<file path="config.mk">
export PLATFORM = sky130hd
export DESIGN_NAME = mult_job_dispatcher
export DESIGN_NICKNAME = d
export VERILOG_FILES = /design/src/rtl/mult_job_dispatcher.sv
export SDC_FILE = /design/constraint.sdc
export NUM_CORES = 1
export LEC_CHECK = 0
export BUFFER_PORTS_ARGS = -buffer_cell sky130_fd_sc_hd__clkbuf_2
export CAP_MARGIN = 5
export CORE_ASPECT_RATIO = 1.25
export CORE_MARGIN = 2
export CORE_UTILIZATION = 49
export CTS_CLUSTER_SIZE = 24
export DETAILED_ROUTE_END_ITERATION = 8
export PLACE_DENSITY = 0.91
export SLEW_MARGIN = 20
export SYNTH_ARGS = -nofsm -noshare
export SYNTH_HDL_FRONTEND = slang
export SYNTH_SLANG_ARGS = --single-unit
export TNS_END_PERCENT = 50
</file>
<file path="constraint.sdc">
create_clock -name clk -period 3.55 [get_ports clk]
set_input_delay 0.5325 -clock clk [delete_from_list [all_inputs] [get_ports clk]]
set_output_delay 0.5325 -clock clk [all_outputs]
set_load 0.03 [all_outputs]
</file>
<file path="src/rtl/mult_job_dispatcher.sv">
// Initiator for the multiplier start/done handshake: accepts one operand pair, pulses start,
// tracks the engine through done, and returns the result. Optional abort timer: MULT_DISPATCH_TIMEOUT_EN.
module mult_job_dispatcher #(
   parameter int DATA_W      = 16,
   parameter int RES_W       = 32,
   parameter int TIMEOUT_CYC = 255
) (
   input  logic              clk,
   input  logic              rst,
   input  logic              in_valid,
   output logic              in_ready,
   input  logic [DATA_W-1:0] in_a,
   input  logic [DATA_W-1:0] in_b,
   output logic [DATA_W-1:0] op_a,
   output logic [DATA_W-1:0] op_b,
   output logic              start,
   input  logic              done,
   input  logic [RES_W-1:0]  result_in,
   output logic              out_valid,
   input  logic              out_ready,
   output logic [RES_W-1:0]  out_result,
   output logic              out_err,
   output logic              busy
);

   typedef enum logic [2:0] {
      S_IDLE,
      S_ISSUE,
      S_WAIT_BUSY,
      S_WAIT_DONE,
      S_OUT
   } state_t;

   state_t state, state_nxt;
   logic   accept;
   logic   capture;
   logic   timeout_hit;

   if (TIMEOUT_CYC < 1) begin : g_timeout_range
      $error("TIMEOUT_CYC must be at least 1");
   end

   // The engine only idles with done=1, so an accept is only offered then.
   assign in_ready  = (state == S_IDLE) && done;
   assign accept    = in_valid && in_ready;
   assign start     = (state == S_ISSUE);
   assign out_valid = (state == S_OUT);
   assign busy      = (state != S_IDLE);
   assign capture   = (state == S_WAIT_DONE) && done;

   always_comb begin
      // NOTE: every output of a combinational block gets a default first, so no path infers a latch.
      state_nxt = state;
      unique case (state)
         S_IDLE:      if (accept) state_nxt = S_ISSUE;
         S_ISSUE:     state_nxt = S_WAIT_BUSY;
         S_WAIT_BUSY: begin
            if (timeout_hit)  state_nxt = S_OUT;
            else if (!done)   state_nxt = S_WAIT_DONE;
         end
         S_WAIT_DONE: begin
            if (done || timeout_hit) state_nxt = S_OUT;
         end
         S_OUT:       if (out_ready) state_nxt = S_IDLE;
         default:     state_nxt = S_IDLE;
      endcase
   end

   always_ff @(posedge clk) begin
      // NOTE: registers use non-blocking assignment so every flop samples pre-edge values.
      if (rst) begin
         state <= S_IDLE;
      end else begin
         state <= state_nxt;
      end
   end

   // Operands are held for the whole job; the engine samples them after start.
   always_ff @(posedge clk) begin
      if (rst) begin
         op_a <= '0;
         op_b <= '0;
      end else if (accept) begin
         op_a <= in_a;
         op_b <= in_b;
      end
   end

   // A normal completion wins over a timeout landing on the same cycle.
   always_ff @(posedge clk) begin
      if (rst) begin
         out_result <= '0;
         out_err    <= 1'b0;
      end else if (capture) begin
         out_result <= result_in;
         out_err    <= 1'b0;
      end else if (timeout_hit) begin
         out_result <= {RES_W{1'b1}};
         out_err    <= 1'b1;
      end
   end

`ifdef MULT_DISPATCH_TIMEOUT_EN
   localparam int CNT_W = ($clog2(TIMEOUT_CYC + 1) > 8) ? $clog2(TIMEOUT_CYC + 1) : 8;

   logic [CNT_W-1:0] to_cnt;
   logic             waiting;
   logic             waiting_nxt;

   assign waiting     = (state == S_WAIT_BUSY) || (state == S_WAIT_DONE);
   assign waiting_nxt = (state_nxt == S_WAIT_BUSY) || (state_nxt == S_WAIT_DONE);

   // to_cnt counts wait cycles already spent, so this fires on the TIMEOUT_CYC-th wait cycle.
   assign timeout_hit = waiting && !capture && (to_cnt == CNT_W'(TIMEOUT_CYC - 1));

   always_ff @(posedge clk) begin
      if (rst) begin
         to_cnt <= '0;
      end else if (waiting && waiting_nxt) begin
         to_cnt <= to_cnt + 1'b1;
      end else begin
         to_cnt <= '0;
      end
   end
`else
   assign timeout_hit = 1'b0;
`endif

endmodule

</file>
==> flow_summary.yaml <==
status:
  status: "finished clean"
sta:
  max_freq_mhz: 465
  report.final.slew_viol_count: 0
  finalSetupViolations: 0
  min_period_over_period_pct: 60.6
  period_minus_slack_ps: 2150
  slew_headroom_pct: 37.5
  worst_pin_slew_ps: 937
  skew_ps: 5.43
  setup_tns_ps: 0
  setup_ws_ps: 1400
  grt_setup_unrepaired: "false"
  hold_viol_final: 0
power:
  switching_share_pct: 28.7
  p_comb_share_pct: 19.3
  p_per_area_nw_per_um2: 474
  p_leak_nw: 1.62
  p_int_mw: 1.23
  power.switching_uw: 498
  total_power_mw: 1.73
  seq_power_share_pct: 48.1
  peakVddDrop_mv: 0.268
  clockPowerShare_pct: 32.7
routing:
  wirelength_um: 5980
  vias: 2426
  first_pass_iters: 4
  wl_met2_um: 2910
  wl_met1_um: 2470
  drt_drc_violations_left: 0
  drt_iter0_markers: 77
  route.met3.wl_um: 546
  routed_via_density: 4.85
  wl_per_cell_um: 12.0
  routed.top_layer: "met4"
  antenna_left: 0
layout:
  layout_common_cells: "clkbuf_2, dfxtp_1, nand2_1, nand2b_1, a21oi_1"
  utilization_pct: 66.3
  fin_cells: 500
  num_antenna_cells: 0
  drive_gt1_share_pct: 42.0
  seq_area_um2: 1340
  final_common_cell: "clkbuf_2"
  multi_input_area_um2: 1350
  syn_to_final_growth_pct: 29.0
  n_fill_cell: 460
  layout.nets: 501
placement:
  dp_hpwl_um: 4440
  post-place-ws_ps: 1230
  dpl.cell_count: 485
  port_buffers: 136
  place_congestion: 0.753
die:
  rows: 30
  die_h_um: 89.0
  dieArea_um2: 6410
  die_width_um: 72.0
  initial_utilization_pct: 51.4
  core_um2: 5520
  ios: 138
yosys:
  ys_top_cells_by_area: "dfxtp_1, mux2i_1, nand2b_1"
  ys.flop_type: "dfxtp_1"
  synth_edf_count: 0
  syn_inst: 307
  synth-seq-cells: 67
  synth.avg_cell_area_um2: 9.23
  syn_nets: 376
  yosys.area.top_type: "dfxtp_1"
  yosys_warnings: 0
  synth.top_cell.area_share_pct: 47.3
  ys_seq_area_share_pct: 47.3
  ys_types: 27
  syn_area_um2: 2830
  ys_async_sr_fraction_pct: 0
cts:
  postCtsHoldBufs: 0
  cts_root_buf: "clkbuf_8"
  htree_levels: 3
  cts_buffers: 9
  cts_resized: 0
  cts_tree: "yes"
  cts.path.max_buffers: 2
  clock_sink_count: 67
  clk_latency_ps: 330
  cts_setup_buffers: 0
  clk_pin_slew_ps: 70
setup_path:
  worstPathRequired_ps: 3810
  rr_startpoint: "state[2]$_SDFFE_PP0P_"
  crit_path_end_kind: "register"
  crit_fanout: 24
  worstPathArrival_ps: 2410
  ff2ff_path_depth: 4
  cp-start-kind: "register"
  setup.worst_path.class: "reg2reg"
  worstReg2RegEnd: "op_a[10]$_SDFFE_PP0P_"
  rrSetupSlack_ps: 1400
grt:
  grt_pass1_vias: 2287
  track_usage_pct: 19.4
  grt_pass1_wl_um: 9690
  overflow: 0
  grt_max_degree: 74
  antenna_found_initial: 0
min_path:
  holdPathStages: 3
  min_path_type: "in2reg"
  min-delay-start: "result_in[16]"
  holdPathEnd: "out_result[16]$_SDFFE_PP0P_"
flow_run:
  max_cap_viol_count: 0
[critical path: stages (launching register included)]
cell and delay, ps:
dfxtp_1 410, nand2b_2 260, nor4b_4 680, buf_4 480
mux2i_1 240
[cell usage after synthesis (2+ instances only)]
master    count
buf_2         4
or2b_2       24
buf_6         5
nor2_1        2
dfxtp_1      67
nand2b_1     40
a21oi_1      37
clkbuf_1     15
mux2i_1      32
nand2_1      64
[logic make-up after synthesis]
group,share of synthesized area [%]
other,0.132
DFF,47.3
buffers and inverters,4.94
AOI/OAI and AO/OA,7.33
and+or+nand+nor,29.0
muxes,11.3
[power by group through the flow]
stage          Combinational (mW)  Sequential (mW)  Clock, mW
6_report                    0.334            0.833      0.566
5_1_grt                     0.359            0.839      0.622
4_1_cts                     0.339            0.833      0.586
3_5_place_dp                0.338            0.848          0
3_3_place_gp                0.331            0.846          0
2_1_floorplan               0.189            0.904          0
[per-layer routing]
layer / vias to the layer above / GRT usage [%]
met5: - / 0
met4: 0 / 10.5
met3: 6 / 7.33
met2: 100 / 33.2
met1: 1080 / 20.7
li1: 1240 / -
[state kept, by name, summed over array words and instances, names as in the netlist]
register and cells:
op_a 16, out_result 32, op_b 16, state 3
[worst max path at each step]
stage                           from                    end  cells after the start
2_1_floorplan                   done               in_ready                      2
6_report       state[2]$_SDFFE_PP0P_  op_a[10]$_SDFFE_PP0P_                      4
3_3_place_gp                    done  op_a[15]$_SDFFE_PP0P_                      5
5_1_grt        state[2]$_SDFFE_PP0P_  op_a[13]$_SDFFE_PP0P_                      4
3_5_place_dp                    done   op_b[1]$_SDFFE_PP0P_                      5
4_1_cts        state[2]$_SDFFE_PP0P_  op_a[10]$_SDFFE_PP0P_                      4
[layout make-up]
cell class	count	share of cell area, %
flip-flops and latches	67	36.7
multi-input cells	215	37.0
clock inverters	2	0.274
repair buffers	139	19.2
clock buffers	13	4.62
well taps	64	2.19
[through the flow]
stage | cell area (um^2) | hold slack, ps
after floorplan | 2830 | 582
final | 3660 | 414
after detailed placement | 3480 | 447
after global placement | 3480 | 440
after CTS | 3660 | 397
after global routing | 3660 | 406
Power figures use the tool's default switching activity.
